**config.mk**
```make
export PLATFORM = sky130hd
export DESIGN_NAME = moving_obstacle_ctrl
export DESIGN_NICKNAME = d
export VERILOG_FILES = /design/src/rtl/moving_obstacle_ctrl.sv
export SDC_FILE = /design/constraint.sdc
export NUM_CORES = 1
export LEC_CHECK = 0
export ABC_AREA = 0
export CAP_MARGIN = 20
export CORE_UTILIZATION = 45
export CTS_CLUSTER_DIAMETER = 60
export DETAILED_ROUTE_END_ITERATION = 7
export GPL_TIMING_DRIVEN = 0
export PLACE_DENSITY = 0.72
export REMOVE_ABC_BUFFERS = 1
export SLEW_MARGIN = 30
export SYNTH_ARGS = -nofsm -noshare
export SYNTH_HDL_FRONTEND = slang
export SYNTH_SLANG_ARGS = --single-unit
```
**constraint.sdc**
```tcl
create_clock -name clk -period 10.75 [get_ports clk]
set_input_delay 1.075 -clock clk [delete_from_list [all_inputs] [get_ports clk]]
set_output_delay 1.075 -clock clk [all_outputs]
set_load 0.01 [all_outputs]
```
**src/rtl/moving_obstacle_ctrl.sv**
```systemverilog
// rtl/moving_obstacle_ctrl.sv - 2-D fixed-point obstacle mover with wall bounce, optional Y wrap and collision freeze
module moving_obstacle_ctrl #(
  parameter int INITIAL_X       = 100,
  parameter int INITIAL_Y       = 300,
  parameter int INITIAL_X_SPEED = 120,
  parameter int INITIAL_Y_SPEED = 0,
  parameter int SPEED_ADDITION  = 10,
  parameter int MAX_SPEED       = 160,
  parameter int OBJECT_WIDTH_X  = 64,
  parameter int OBJECT_HEIGHT_Y = 32,
  parameter int FRAME_W         = 640,
  parameter int FRAME_H         = 480,
  parameter int FP_SHIFT        = 6,
  parameter int FREEZE_FRAMES   = 8,
  parameter int Y_WRAP          = 0
) (
  input  logic               clk,
  input  logic               resetN,
  input  logic               startOfFrame,
  input  logic               enable,
  input  logic               collision,
  output logic signed [10:0] topLeftX,
  output logic signed [10:0] topLeftY,
  output logic               frozen,
  output logic [7:0]         hitCount
);

  localparam int FP_ONE   = 2 ** FP_SHIFT;
  localparam int INIT_XFP = INITIAL_X * FP_ONE;
  localparam int INIT_YFP = INITIAL_Y * FP_ONE;
  localparam int XMAX     = (FRAME_W - OBJECT_WIDTH_X) * FP_ONE;
  localparam int YMAX     = (FRAME_H - OBJECT_HEIGHT_Y) * FP_ONE;
  localparam int YTOP     = -(OBJECT_HEIGHT_Y * FP_ONE);
  localparam int YBOT     = FRAME_H * FP_ONE;
  localparam logic [7:0] FREEZE_INIT = 8'(FREEZE_FRAMES);

  typedef enum logic [1:0] {IDLE, RUN, FROZEN} state_t;

  state_t             state_q;
  logic signed [31:0] pos_x_q, pos_y_q, speed_x_q, speed_y_q;
  logic [7:0]         freeze_q, hit_q;
  logic               coll_q;

  logic signed [31:0] nx, ny, pos_x_d, pos_y_d, speed_x_d, speed_y_d;
  logic               coll_evt;

  // Magnitude grows by SPEED_ADDITION up to MAX_SPEED; sign kept, zero stays zero.
  function automatic logic signed [31:0] bump(input logic signed [31:0] v);
    logic signed [31:0] m;
    m = (v < 0) ? -v : v;
    m = (m + SPEED_ADDITION > MAX_SPEED) ? MAX_SPEED : m + SPEED_ADDITION;
    if (v == 0)
      return 32'sd0;
    return (v < 0) ? -m : m;
  endfunction

  assign coll_evt = collision & ~coll_q;

  always_comb begin
    nx        = pos_x_q + speed_x_q;
    ny        = pos_y_q + speed_y_q;
    pos_x_d   = nx;
    speed_x_d = speed_x_q;
    pos_y_d   = ny;
    speed_y_d = speed_y_q;
    if (nx < 0) begin
      pos_x_d   = 0;
      speed_x_d = -speed_x_q;
    end else if (nx > XMAX) begin
      pos_x_d   = XMAX;
      speed_x_d = -speed_x_q;
    end
    if (Y_WRAP != 0) begin
      if (ny > YBOT)
        pos_y_d = YTOP;
      else if (ny < YTOP)
        pos_y_d = YBOT;
    end else begin
      if (ny < 0) begin
        pos_y_d   = 0;
        speed_y_d = -speed_y_q;
      end else if (ny > YMAX) begin
        pos_y_d   = YMAX;
        speed_y_d = -speed_y_q;
      end
    end
  end

  always_ff @(posedge clk or negedge resetN) begin
    if (!resetN) begin
      state_q   <= IDLE;
      pos_x_q   <= INIT_XFP;
      pos_y_q   <= INIT_YFP;
      speed_x_q <= INITIAL_X_SPEED;
      speed_y_q <= INITIAL_Y_SPEED;
      freeze_q  <= 8'd0;
      hit_q     <= 8'd0;
      coll_q    <= 1'b0;
    end else begin
      coll_q <= collision;
      if (!enable) begin
        state_q   <= IDLE;
        pos_x_q   <= INIT_XFP;
        pos_y_q   <= INIT_YFP;
        speed_x_q <= INITIAL_X_SPEED;
        speed_y_q <= INITIAL_Y_SPEED;
        freeze_q  <= 8'd0;
      end else begin
        case (state_q)
          IDLE: state_q <= RUN;
          RUN: begin
            // A collision edge beats a coincident frame tick: no move that frame.
            if (coll_evt) begin
              speed_x_q <= bump(speed_x_q);
              speed_y_q <= bump(speed_y_q);
              if (hit_q != 8'hFF)
                hit_q <= hit_q + 8'd1;
              freeze_q  <= FREEZE_INIT;
              state_q   <= FROZEN;
            end else if (startOfFrame) begin
              pos_x_q   <= pos_x_d;
              pos_y_q   <= pos_y_d;
              speed_x_q <= speed_x_d;
              speed_y_q <= speed_y_d;
            end
          end
          FROZEN: begin
            if (startOfFrame) begin
              if (freeze_q == 8'd1) begin
                freeze_q <= 8'd0;
                state_q  <= RUN;
              end else begin
                freeze_q <= freeze_q - 8'd1;
              end
            end
          end
          default: state_q <= IDLE;
        endcase
      end
    end
  end

  assign topLeftX = 11'(pos_x_q >>> FP_SHIFT);
  assign topLeftY = 11'(pos_y_q >>> FP_SHIFT);
  assign frozen   = (state_q == FROZEN);
  assign hitCount = hit_q;

endmodule

```
## Word level (Yosys, flattened, before mapping)

Index checks and enable logic that the tools add are counted.

| cells by class | value |
|---|---|
| add/sub/neg operators | 10 |
| multipliers | 0 |
| divide/modulo/power cells | 0 |
| magnitude comparators | 8 |
| equality and inequality tests | 14 |
| shift-type cells | 0 |
| mux-type cells | 52 |
| bitwise logic cells | 2 |
| reduce and logical (&&, ||, !) cells | 9 |

Operators with widths:

| operator | count |
|---|---|
| $mux 32 | 34 |
| $lt 32x1->1 const B | 4 |
| $neg 32->32 | 4 |
| $add 32x32->32 | 2 |
| $add 32x5->32 const B | 2 |
| $gt 32x9->1 const B | 2 |
| $logic_not 32->1 | 2 |
| $gt 32x16->1 const B | 1 |
| $gt 32x17->1 const B | 1 |
| $mux 8 | 4 |
| $pmux 8 s2 | 1 |
| $reduce_and 3->1 | 5 |
| $add 8x1->8 const B | 1 |
| $eq 8x1->1 const B | 1 |
| $mux 1 | 8 |
| $mux 2 | 4 |
| $ne 4x1->1 const B | 2 |
| $ne 8x8->1 const B | 1 |
| $sub 8x1->8 const B | 1 |
| $ne 3x2->1 const B | 2 |
| $ne 3x3->1 const B | 2 |
| $pmux 2 s3 | 1 |
| $ne 2x2->1 const B | 2 |
| $reduce_and 4->1 | 1 |
| 7 further kinds | 7 |

| storage, ports and cells | value |
|---|---|
| register bits after elaboration | 147 |
| latch bits | 0 |
| memory bits (writable) | 0 |
| ROM bits | 0 |
| input port bits | 5 |
| output and inout bits | 31 |
| logic and storage cells | 103 |
| memories kept | 0 |

## Logic depth before layout (Yosys ltp)

Gate-level depths: netlist of run 1.

| logic depth | value |
|---|---|
| word-level depth | 11 |
| mapped depth | 31 |
| mapped depth without buffers | 26 |

## Worst setup path after synthesis of run 1

OpenSTA, ideal clock, no wires.

| path | value |
|---|---|
| path kind | register -> register |
| start point | register speed_x_q[31] |
| end point | register speed_x_q[30] |
| setup time | 0.142 ns |
| data arrival time | 7.550 ns |
| required time | 10.608 ns |
| setup slack | 3.058 ns |
| cell stages (with the launch flop) | 32 |
| buffers on the path | 8 |
| period minus slack after synthesis | 7.692 ns |
| cell sequence | dfrtp_1 > clkbuf_1 > clkbuf_1 > buf_1 > clkbuf_1 > buf_1 > clkbuf_1 > nand2b_1 > xnor2_1 > ha_1 > o21ai_1 > a211oi_2 > nand3_1 > nor3_2 > nand2_1 > xnor2_1 > and4bb_1 > a31o_2 > buf_2 > buf_2 > nand2_1 > ha_1 > nand3b_1 > nor3_1 > nand3_1 > or3b_1 > nor4_2 > nand3b_1 > or3_1 > o31ai_1 > xnor2_1 > o221ai_1 |

| on the way | value |
|---|---|
| word-level cells in the longest chain between the ends | 11 |
| elaborated cells between the ends (all ways) | 24 |
| classes of those cells | add/sub (4); order compare (4); eq/ne (1); mux (13); reduce/logical (2) |

RTL lines:

| item | line | RTL |
|---|---|---|
| start: declaration | 40 | `logic signed [31:0] pos_x_q, pos_y_q, speed_x_q, speed_y_q;` |
| start signal: assignment | 114 | `speed_x_q <= bump(speed_x_q);` |
| start signal: assignment | 123 | `speed_x_q <= speed_x_d;` |
| $neg 32->32 or $lt 32x1->1 (tied branches) | 50, 54 |  |
| $mux 32 | 50 | `m = (v < 0) ? -v : v;` |
| $add 32x5->32 | 51 | `m = (m + SPEED_ADDITION > MAX_SPEED) ? MAX_SPEED : m + SPEED_ADDITION;` |
| $gt 32x9->1 | 51 |  |
| $mux 32 | 51 |  |
| $neg 32->32 | 54 | `return (v < 0) ? -m : m;` |
| $mux 32 (2 in series) | 54 |  |
| $mux 32 | 113 | `if (coll_evt) begin` |
| $mux 32 | 109 | `case (state_q)` |
| $mux 32 | 101 | `if (!enable) begin` |

Several ways; a longest one is shown, not always the timed one. The select of a mux whose other input is x is not followed.
A chain may end at the register's enable or synchronous reset.

## Final worst setup path of run 1

| path | value |
|---|---|
| start point | register speed_x_q[2] |
| end point | register speed_x_q[26] |

| on the way | value |
|---|---|
| word-level cells in the longest chain between the ends | 11 |
| elaborated cells between the ends (all ways) | 25 |
| classes of those cells | add/sub (4); order compare (4); eq/ne (1); mux (14); reduce/logical (2) |

RTL lines:

| item | line |
|---|---|
| $neg 32->32 or $lt 32x1->1 (tied branches) | -- |
| $mux 32 | 50 |
| $add 32x5->32 | 51 |
| $gt 32x9->1 | 51 |
| $mux 32 | 51 |
| $neg 32->32 | 54 |
| $mux 32 (2 in series) | 54 |
| $mux 32 | 113 |
| $mux 32 | 109 |
| $mux 32 | 101 |

Several ways; a longest one is shown, not always the timed one. The select of a mux whose other input is x is not followed.

==> results.rst, run 1 <==
.. list-table::
   :header-rows: 1

   * - Metric
     - Value
   * - Power share of the clock group
     - 0.187
   * - Classification of the worst-slack hold path
     - flop to flop
   * - # setup viols final
     - 0
   * - Dpl hpwl
     - 39000 um
   * - Syn Std Cell Area
     - 17100 um2
   * - Result of the run
     - finished, final reports clean
   * - Placement Setup Slack
     - 2.31 ns
   * - Slew at the pin closest to its max-slew limit
     - 1.01 ns
   * - Worst relative slew slack
     - 0.320
   * - Leakage component of the power
     - 7.04 nW
   * - Part of the power in combinational logic
     - 0.570
   * - Die area
     - 38900 um2
   * - Number of library cell types mapped by synthesis
     - 99
   * - Fraction of the cycle the final worst path needs
     - 0.810
   * - Leading area contributor after synthesis
     - dfrtp_1
   * - Later-pin clock latency in the skew report
     - 0.46 ns
   * - Site Rows
     - 71
   * - Max-slew violation total from the final report
     - 0
   * - Global-route total usage across every layer
     - 0.277
   * - Most common library cells after synthesis
     - 211 x nand2_1, 179 x nor2_1, 177 x o21ai_0, 134 x a21oi_1, 134 x dfrtp_1
   * - Max-Cap Viols
     - 0
   * - Seq pwr share
     - 0.243
   * - Async S/R FF share, synth
     - 1.00
   * - Via count
     - 17700
   * - Switching Share
     - 0.501
   * - Max Clock Freq
     - 115 MHz
   * - Maximum fanout along the worst path
     - 28
   * - Net switching component of the power
     - 0.00175 W
   * - Number of global-route vias before repair
     - 16600
   * - Pre-antenna DRT Iters
     - 6
   * - Setup repair after global routing missed its margin
     - no
   * - Average detailed-routed wire length per instance
     - 20.1 um
   * - Internal power contribution
     - 0.00175 W
   * - Number of instances in the synthesized netlist
     - 2287
   * - Total area of sequential cells
     - 3650 um2
   * - ANT nets after route
     - 0
   * - Clock Tree Buf Depth
     - 2
   * - Endpoint class of the critical path
     - flop
   * - Ranking of synthesized cells by area
     - dfrtp_1 20%, xnor2_1 5.9%, ha_1 5.5%
   * - Accumulated negative setup slack
     - 0 ns
   * - Number of hold-slack violations in the final timing report
     - 0
   * - Mean instance size in the synthesized netlist
     - 7.49 um2
   * - Remaining routing DRC violations
     - 0
   * - Placeable core region
     - 37600 um2
   * - Postcts setup bufs
     - 0
   * - CTS sink count
     - 145
   * - Proportion of synthesized chip area in sequential cells
     - 0.213
   * - Largest vdd supply drop
     - 0.000152 V
   * - GRT Residual Overflow
     - 0
   * - Number of nets in the finished design
     - 2261
   * - Root Driver
     - clkbuf_16
   * - Post-layout worst setup margin
     - 2.05 ns
   * - Number of warnings printed during yosys synthesis
     - 0
   * - Hold Buf Count CTS
     - 0
   * - H-Tree Depth
     - 4
   * - Synth top area share
     - 0.196
   * - Power density over the cells
     - 192 nW/um2
   * - Synth-to-layout area growth
     - 6.56%
   * - CTS tree
     - built
   * - IO Pins
     - 36
   * - Effective utilization at floorplan
     - 0.456
   * - Critical path data required time
     - 11.05 ns
   * - Final worst path period need
     - 8.70 ns
   * - Clock Skew
     - 0.0128 ns
   * - Initial antenna violation count
     - 0
   * - Largest net degree at the start of global routing
     - 78
   * - Filler cell count in the final layout
     - 3639
   * - Crit path kind
     - flop to flop
   * - Cell with the most instances after synthesis
     - nand2_1
   * - Die width
     - 197 um
   * - Proportion of layout cells with a drive suffix above 1
     - 0.0630
   * - Number of enable flip-flop cells after synthesis
     - 0
   * - Area taken by multi-input logic gates
     - 12700 um2
   * - WL final
     - 54400 um
   * - Clk slew on worst S/H paths
     - 0.06 ns
   * - Number of register bits inferred by synthesis
     - 145
   * - Last weighted congestion value of the routability-driven placer
     - 0.942
   * - Post-CTS resize count
     - 0
   * - Die span in y
     - 197 um
   * - Commonest register cell after synthesis
     - dfrtp_1
   * - Antenna cell count
     - 0
   * - Arrival time reported for the critical path endpoint
     - 9.00 ns
   * - Count of routing violations after the opening detailed-route iteration
     - 1635
   * - Total non-filler cell area in the finished layout
     - 18300 um2
   * - Number of buffer cells added on primary ports
     - 35
   * - Via-per-instance ratio
     - 6.56
   * - Post-placement cell area
     - 17600 um2
   * - Global-route wire length before repair
     - 86600 um
   * - Number of buffers created by CTS
     - 17
   * - Crit start category
     - flop
==> final timing paths <==
kind                                          start                        end  slack, ns  cells past startpoint
min                         pos_x_q[28]$_DFFE_PN0P_    pos_x_q[28]$_DFFE_PN0P_       0.49                      1
max in group asynchronous                    resetN    pos_y_q[14]$_DFFE_PN1P_       9.33                      2
max                        speed_x_q[2]$_DFFE_PN0P_  speed_x_q[26]$_DFFE_PN0P_       2.05                     22
min reg2reg                 pos_x_q[28]$_DFFE_PN0P_    pos_x_q[28]$_DFFE_PN0P_       0.49                      1
max reg2reg                speed_x_q[2]$_DFFE_PN0P_  speed_x_q[26]$_DFFE_PN0P_       2.05                     22
min in group asynchronous                    resetN    pos_x_q[26]$_DFFE_PN0P_       0.59                      1
==> layout make-up <==
cell class                 instances  share of cell area
tap                              511              0.0350
timing repair buffer              43              0.0289
multi-input combinational       1932               0.694
sequential                       145               0.200
inverter                          40             0.00822
clock buffer                      20              0.0250
clock inverter                    12             0.00863
==> worst max-delay path: stages, from the launching register on <==
cell and delay [ns]:
dfrtp_1 0.60, nor4_1 0.88, nand4_1 0.75, o21ai_0 0.41
xnor2_1 0.29, nand3_1 0.39, nor3_2 0.74, nand2_1 0.15
xnor2_1 0.33, and4bb_1 0.32, a31o_2 0.46, nand2_1 0.15
ha_1 0.20, nand3b_1 0.10, nor3_1 0.28, nand3_1 0.26
or3b_1 0.45, nor4_2 0.47, nand3b_1 0.23, or3_1 0.45
o21a_1 0.19, o21ai_0 0.25, o311ai_0 0.19
==> power groups by stage <==
stage	combinational (W)	sequential, W	clock (W)
finish	0.00200	0.000852	0.000654
global route	0.00218	0.000863	0.000684
CTS	0.00195	0.000842	0.000664
detailed placement	0.00194	0.000852	0
global placement	0.00185	0.000881	0
floorplan	0.00145	0.000796	0
==> registers in the layout, summed over array words and instances (netlist names) <==
name and flops:
speed_y_q 32, pos_x_q 31, freeze_q 8, pos_y_q 31
hitCount 8, state_q 2, speed_x_q 32, coll_q 1
==> per-layer routing <==
metal	global-route usage	vias to the layer above	part of all wire
met5	0	-	0
met4	0.144	0	0.047
met3	0.0372	179	0.070
met2	0.461	810	0.46
met1	0.350	8430	0.42
li1	-	8325	-
==> cells by family (layout without fill, tap and decap cells) <==
| family | count (synthesis) | after routing | synth area share |
|---|---|---|---|
| flops | 145 | 145 | 0.213 |
| simple gates | 912 | 912 | 0.279 |
| buf+inv | 210 | 115 | 0.0520 |
| xor+xnor | 185 | 185 | 0.0950 |
| compound gates | 731 | 731 | 0.288 |
| fa+ha+maj | 77 | 77 | 0.0571 |
| mux | 27 | 27 | 0.0165 |
==> per-stage QoR <==
step	hold WS, ns	cells	total power, W	util
after floorplan	0.455	2117	0.00225	-
after detailed placement	0.478	2671	0.00279	0.469
after global placement	0.476	2663	0.00273	0.463
after global routing	0.507	2703	0.00373	0.486
final	0.493	2703	0.00350	0.486
after CTS	0.496	2703	0.00346	0.486
==> cells in the final DEF, fill, tap and decap left out, drive strengths merged, types with 35 or more instances in the layout <==
cell and instances:
xor2 70, nor3 97, nand3 65, a21oi 134
and2 53, nand2 211, nor4 40, inv 41
a21o 44, xnor2 115, or3 46, ha 75
dfrtp 134, o211ai 35, nor2 180, a31oi 37
o21ai 182
Note: power is estimated with default switching activity, not from simulation.
==> run 2: changes to the inputs <==
==> constraint.sdc (replaced) <==
create_clock -name clk -period 8.1 [get_ports clk]
set_input_delay 0.81 -clock clk [delete_from_list [all_inputs] [get_ports clk]]
set_output_delay 0.81 -clock clk [all_outputs]
set_load 0.01 [all_outputs]
==> results.rst, run 2 (synthesis gave the netlist of run 1 again) <==
.. list-table::
   :header-rows: 1

   * - Metric
     - Value
   * - Result of the run
     - finished, final reports clean
   * - Setup repair after global routing missed its margin
     - no
   * - IO Pins
     - 36
   * - Placement Setup Slack
     - -0.340 ns
   * - Seq pwr share
     - 0.242
   * - Slowest cell on the critical path
     - or4b_2
   * - Power density over the cells
     - 254 nW/um2
   * - Final worst path period need
     - 7.72 ns
   * - Number of hold-slack violations in the final timing report
     - 0
   * - Root Driver
     - clkbuf_16
   * - Pre-antenna DRT Iters
     - 6
   * - Global-route wire length before repair
     - 87000 um
   * - Number of buffers created by CTS
     - 17
   * - Die span in y
     - 197 um
   * - Register-to-register path setup slack
     - 0.38 ns
   * - Largest incremental delay on the critical path
     - 0.66 ns
   * - CTS sink count
     - 145
   * - Clk slew on worst S/H paths
     - 0.06 ns
   * - Fraction of the cycle the final worst path needs
     - 0.953
   * - Max Clock Freq
     - 129 MHz
   * - Switching Share
     - 0.504
   * - Total non-filler cell area in the finished layout
     - 18500 um2
   * - Number of buffer cells added on primary ports
     - 35
   * - Net switching component of the power
     - 0.00236 W
   * - Antenna cell count
     - 0
   * - Hold Buf Count CTS
     - 0
   * - Slew at the pin closest to its max-slew limit
     - 1.04 ns
   * - Post-layout worst setup margin
     - 0.378 ns
   * - Largest net degree at the start of global routing
     - 78
   * - Maximum fanout along the worst path
     - 28
   * - Max-Cap Viols
     - 0
   * - Site Rows
     - 71
   * - Crit start category
     - flop
   * - Count of placed standard cells including taps
     - 2671
   * - Number of global-route vias before repair
     - 16600
   * - Max-slew violation total from the final report
     - 0
   * - Synth-to-layout area growth
     - 7.86%
   * - FF-to-FF End
     - speed_x_q[26]$_DFFE_PN0P_
   * - Die width
     - 197 um
   * - Placeable core region
     - 37600 um2
   * - Category of cells accounting for the largest share of critical-path delay
     - simple AND/OR/NAND/NOR gates
   * - Reg2Reg Launch Point
     - speed_x_q[1]$_DFFE_PN0P_
   * - CTS tree
     - built
   * - Remaining routing DRC violations
     - 0
   * - Arrival time reported for the critical path endpoint
     - 8.02 ns
   * - Later-pin clock latency in the skew report
     - 0.46 ns
   * - Dpl hpwl
     - 39000 um
   * - Number of nets in the finished design
     - 2271
   * - Part of the power in combinational logic
     - 0.573
   * - Post-placement cell area
     - 17600 um2
   * - Worst Reg-to-Reg Cells
     - 25
   * - Classification of the worst-slack hold path
     - input pin to asynchronous set/reset pin
   * - Critical path data required time
     - 8.40 ns
   * - Initial antenna violation count
     - 0
   * - Crit path kind
     - flop to flop
   * - Via count
     - 17900
   * - First element of the critical path
     - speed_x_q[1]$_DFFE_PN0P_
   * - Clock Skew
     - 0.0156 ns
   * - Global-route total usage across every layer
     - 0.278
   * - Overall power consumption
     - 0.00469 W
   * - Effective utilization at floorplan
     - 0.456
   * - Power share of the clock group
     - 0.185
   * - H-Tree Depth
     - 4
   * - CP Buf/Inv Count
     - 2
   * - Average detailed-routed wire length per instance
     - 20.4 um
   * - Count of routing violations after the opening detailed-route iteration
     - 1869
   * - Die area
     - 38900 um2
   * - GRT Residual Overflow
     - 0
   * - Internal power contribution
     - 0.00233 W
   * - Clock Tree Buf Depth
     - 2
   * - Endpoint class of the critical path
     - flop
   * - Leakage component of the power
     - 7.13 nW
   * - Worst relative slew slack
     - 0.299
   * - Largest vdd supply drop
     - 0.000201 V
   * - Largest registers in the final layout
     - speed_x_q: 32 flops, speed_y_q: 32 flops
   * - WL final
     - 55200 um
   * - Proportion of layout cells with a drive suffix above 1
     - 0.0736
   * - Last weighted congestion value of the routability-driven placer
     - 0.942
   * - Via-per-instance ratio
     - 6.60
   * - ANT nets after route
     - 0
   * - # setup viols final
     - 0
   * - Most frequent cells in the layout
     - 209 x nand2_1, 178 x nor2_1, 177 x o21ai_0, 134 x a21oi_1, 132 x dfrtp_1
   * - Most common cell after layout, fill and taps aside
     - nand2_1
   * - Layout Cells excl Fill
     - 2713
run 2: routing by layer:
metal	track usage	wire length [um]	part of all wire	vias to the layer above
met5	0	0	0	-
met2	0.463	25800	0.47	832
met3	0.0357	3870	0.070	168
met4	0.143	2430	0.044	0
met1	0.353	23100	0.42	8555
li1	-	-	-	8352
run 2: cell type report:
class / instances / area (um2)
fill: 3621 / 19100
multi-input combinational: 1932 / 12800
sequential: 145 / 3650
tap: 511 / 639
timing repair buffer: 53 / 603
clock buffer: 20 / 457
clock inverter: 12 / 158
inverter: 40 / 153
run 2: timing repair:
action                     in CTS  in global routing
setup buffers                   3                  7
gates resized for setup         4                 21
pin swaps                       3                  4
setup endpoints to repair       4                 10
run 2: through the flow:
stage | setup TNS, ns | util | hold slack (ns)
3_5_place_dp | -0.768 | 0.469 | 0.478
3_3_place_gp | -99.58 | 0.463 | 0.476
2_1_floorplan | 0 | - | 0.455
6_report | 0 | 0.492 | 0.319
5_1_grt | 0 | 0.492 | 0.362
4_1_cts | 0 | 0.487 | 0.344
run 2: how the worst max path moves through the flow:
stage                                endpoint  slack, ns  depth (start not counted)
floorplan           speed_x_q[30]$_DFFE_PN0P_       0.02                         22
detailed placement  speed_x_q[26]$_DFFE_PN0P_      -0.34                         22
global placement    speed_x_q[26]$_DFFE_PN0P_      -2.35                         21
CTS                 speed_x_q[26]$_DFFE_PN0P_      0.006                         22
global route        speed_x_q[30]$_DFFE_PN0P_       0.09                         25
finish              speed_x_q[26]$_DFFE_PN0P_       0.38                         25
run 2: worst register-to-register path, cell delays in order, from the launching register on:
cell and delay (ns):
dfrtp_1 0.54, inv_1 0.15, ha_2 0.31, or4b_2 0.67
nor4_2 0.38, o21ai_0 0.20, a211oi_2 0.28, buf_4 0.18
nand3_4 0.14, a2111oi_1 0.51, xor2_1 0.27, and3_1 0.24
and2_1 0.20, a31o_4 0.36, nand2_1 0.12, ha_1 0.19
nand3b_1 0.10, nor3_1 0.28, nand3_1 0.26, or3b_1 0.48
nor4_4 0.39, nand3b_1 0.21, or3_1 0.44, o21a_1 0.18
o21ai_0 0.28, o311ai_0 0.19
run 2: power by group through the flow:
stage	combinational (W)	sequential, W	clock [W]
floorplan	0.00192	0.00106	0
global placement	0.00246	0.00117	0
detailed placement	0.00257	0.00113	0
CTS	0.00259	0.00112	0.000881
global route	0.00292	0.00115	0.000908
finish	0.00269	0.00114	0.000869
==> run 3: changes to the inputs <==
--- a/config.mk
+++ b/config.mk
@@ -11,7 +11,6 @@
 export CTS_CLUSTER_DIAMETER = 60
 export DETAILED_ROUTE_END_ITERATION = 7
 export GPL_TIMING_DRIVEN = 0
-export PLACE_DENSITY = 0.72
 export REMOVE_ABC_BUFFERS = 1
 export SLEW_MARGIN = 30
 export SYNTH_ARGS = -nofsm -noshare
==> results.rst, run 3 (synthesis gave the netlist of run 1 again) <==
.. list-table::
   :header-rows: 1

   * - Metric
     - Value
   * - Effective utilization at floorplan
     - 0.456
   * - Remaining routing DRC violations
     - 0
   * - Arrival time reported for the critical path endpoint
     - 8.03 ns
   * - Synth-to-layout area growth
     - 8.09%
   * - Site Rows
     - 71
   * - Most frequent cells in the layout
     - 209 x nand2_1, 177 x nor2_1, 176 x o21ai_0, 134 x a21oi_1, 132 x dfrtp_1
   * - Total non-filler cell area in the finished layout
     - 18500 um2
   * - Result of the run
     - finished, final reports clean
   * - ANT nets after route
     - 0
   * - Clk slew on worst S/H paths
     - 0.07 ns
   * - Worst Reg-to-Reg Cells
     - 25
   * - Maximum fanout along the worst path
     - 28
   * - Via count
     - 17700
   * - Slew at the pin closest to its max-slew limit
     - 1.03 ns
   * - Overall power consumption
     - 0.00465 W
   * - Endpoint class of the critical path
     - flop
   * - Placeable core region
     - 37600 um2
   * - Dpl hpwl
     - 42000 um
   * - WL final
     - 57500 um
   * - CTS tree
     - built
   * - Accumulated negative setup slack
     - 0 ns
   * - Largest net degree at the start of global routing
     - 75
   * - Clock Tree Buf Depth
     - 2
   * - Area taken by multi-input logic gates
     - 12800 um2
   * - Crit path kind
     - flop to flop
   * - Post-placement cell area
     - 17700 um2
   * - CTS sink count
     - 145
   * - Most common cell after layout, fill and taps aside
     - nand2_1
   * - Initial antenna violation count
     - 0
   * - Total area of sequential cells
     - 3650 um2
   * - GRT Residual Overflow
     - 0
   * - Max-Cap Viols
     - 0
   * - Critical path data required time
     - 8.40 ns
   * - Average detailed-routed wire length per instance
     - 21.2 um
   * - Number of hold-slack violations in the final timing report
     - 0
   * - Die span in y
     - 197 um
   * - IO Pins
     - 36
   * - Last weighted congestion value of the routability-driven placer
     - 0.920
   * - Die area
     - 38900 um2
   * - Filler cell count in the final layout
     - 3671
   * - H-Tree Depth
     - 4
   * - Pre-antenna DRT Iters
     - 6
   * - Crit start category
     - flop
   * - Power density over the cells
     - 251 nW/um2
   * - Global-route wire length before repair
     - 90500 um
   * - Setup repair after global routing missed its margin
     - no
   * - Largest registers in the final layout
     - speed_x_q: 32 flops, speed_y_q: 32 flops
   * - Count of routing violations after the opening detailed-route iteration
     - 2011
   * - Number of buffer cells added on primary ports
     - 35
   * - Number of buffers created by CTS
     - 17
   * - Proportion of layout cells with a drive suffix above 1
     - 0.0765
   * - Max-slew violation total from the final report
     - 0
   * - Die width
     - 197 um
   * - Antenna cell count
     - 0
   * - Via-per-instance ratio
     - 6.51
   * - # setup viols final
     - 0
   * - Root Driver
     - clkbuf_16
   * - Clock Skew
     - 0.0230 ns
   * - Final Hold Slack
     - 0.267 ns
   * - Max Clock Freq
     - 129 MHz
   * - Fraction of the cycle the final worst path needs
     - 0.954
   * - Number of global-route vias before repair
     - 15700
   * - Worst relative slew slack
     - 0.315
   * - Leakage component of the power
     - 7.14 nW
   * - Largest vdd supply drop
     - 0.000173 V
   * - Final worst path period need
     - 7.73 ns
   * - Hold Buf Count CTS
     - 0
   * - Number of nets in the finished design
     - 2277
   * - Later-pin clock latency in the skew report
     - 0.47 ns
   * - Global-route total usage across every layer
     - 0.296
   * - Classification of the worst-slack hold path
     - input pin to asynchronous set/reset pin
[run 3: path summary, 6_finish.rpt]
path | slack, ns | startpoint | endpoint
max | 0.37 | speed_x_q[1]$_DFFE_PN0P_ | speed_x_q[26]$_DFFE_PN0P_
min | 0.27 | resetN | pos_x_q[2]$_DFFE_PN0P_
max reg2reg | 0.37 | speed_x_q[1]$_DFFE_PN0P_ | speed_x_q[26]$_DFFE_PN0P_
min reg2reg | 0.49 | pos_y_q[19]$_DFFE_PN0P_ | pos_y_q[19]$_DFFE_PN0P_
max in group asynchronous | 6.99 | resetN | speed_y_q[31]$_DFFE_PN0P_
min in group clk | 0.49 | pos_y_q[19]$_DFFE_PN0P_ | pos_y_q[19]$_DFFE_PN0P_
[run 3: metrics by stage]
step	setup slack, ns	utilization	cells
2_1_floorplan	0.0190	-	2117
3_3_place_gp	-2.74	0.463	2663
3_5_place_dp	-0.481	0.471	2674
4_1_cts	0.0935	0.489	2710
5_1_grt	0.0196	0.493	2719
6_report	0.371	0.493	2719
[run 3: what timing repair did]
action / in CTS / in global routing
endpoints found under the hold margin: 0 / 0
cloned: 0 / 0
gates resized for setup: 9 / 14
pin swaps: 4 / 4
endpoints found under the setup margin: 5 / 10
setup buffers: 4 / 9
[run 3: layout make-up]
| type | count | area share |
|---|---|---|
| multi-input cells | 1932 | 0.693 |
| clock inverters | 11 | 0.00567 |
| flip-flops and latches | 145 | 0.197 |
| well taps | 511 | 0.0345 |
| inverters | 40 | 0.00811 |
| repair buffers | 59 | 0.0367 |
| clock buffers | 21 | 0.0249 |
[run 3: routing by layer]
layer	global-route usage	up-vias	routed length (um)
met5	0	-	0
met4	0.0945	0	1350
met3	0.0481	85	4830
li1	-	8369	-
met2	0.424	770	24000
met1	0.447	8485	27300
[run 3: worst max-delay path: stages, from the launching register on]
cell       delay (ns)
dfrtp_1          0.56
inv_1            0.16
ha_2             0.35
or4b_2           0.69
nor4_2           0.40
o21ai_0          0.20
a2bb2oi_2        0.30
nand3_2          0.26
nor3_4           0.39
buf_4            0.17
xor2_1           0.06
a31o_2           0.30
and4bb_1         0.26
a31o_4           0.38
nand2_1          0.11
ha_1             0.20
nand3b_1         0.12
nor3_2           0.19
nand3_1          0.24
or3b_1           0.49
nor4_4           0.42
nand3b_1         0.22
or3_1            0.45
o21a_1           0.18
o21ai_0          0.23
o311ai_0         0.22
[run 3: power by group]
part	leakage, nW	internal, W	switching, W
Combinational	4.95	0.00101	0.00169
Clock	0.266	0.000441	0.000364
Sequential	1.93	0.000828	0.000326
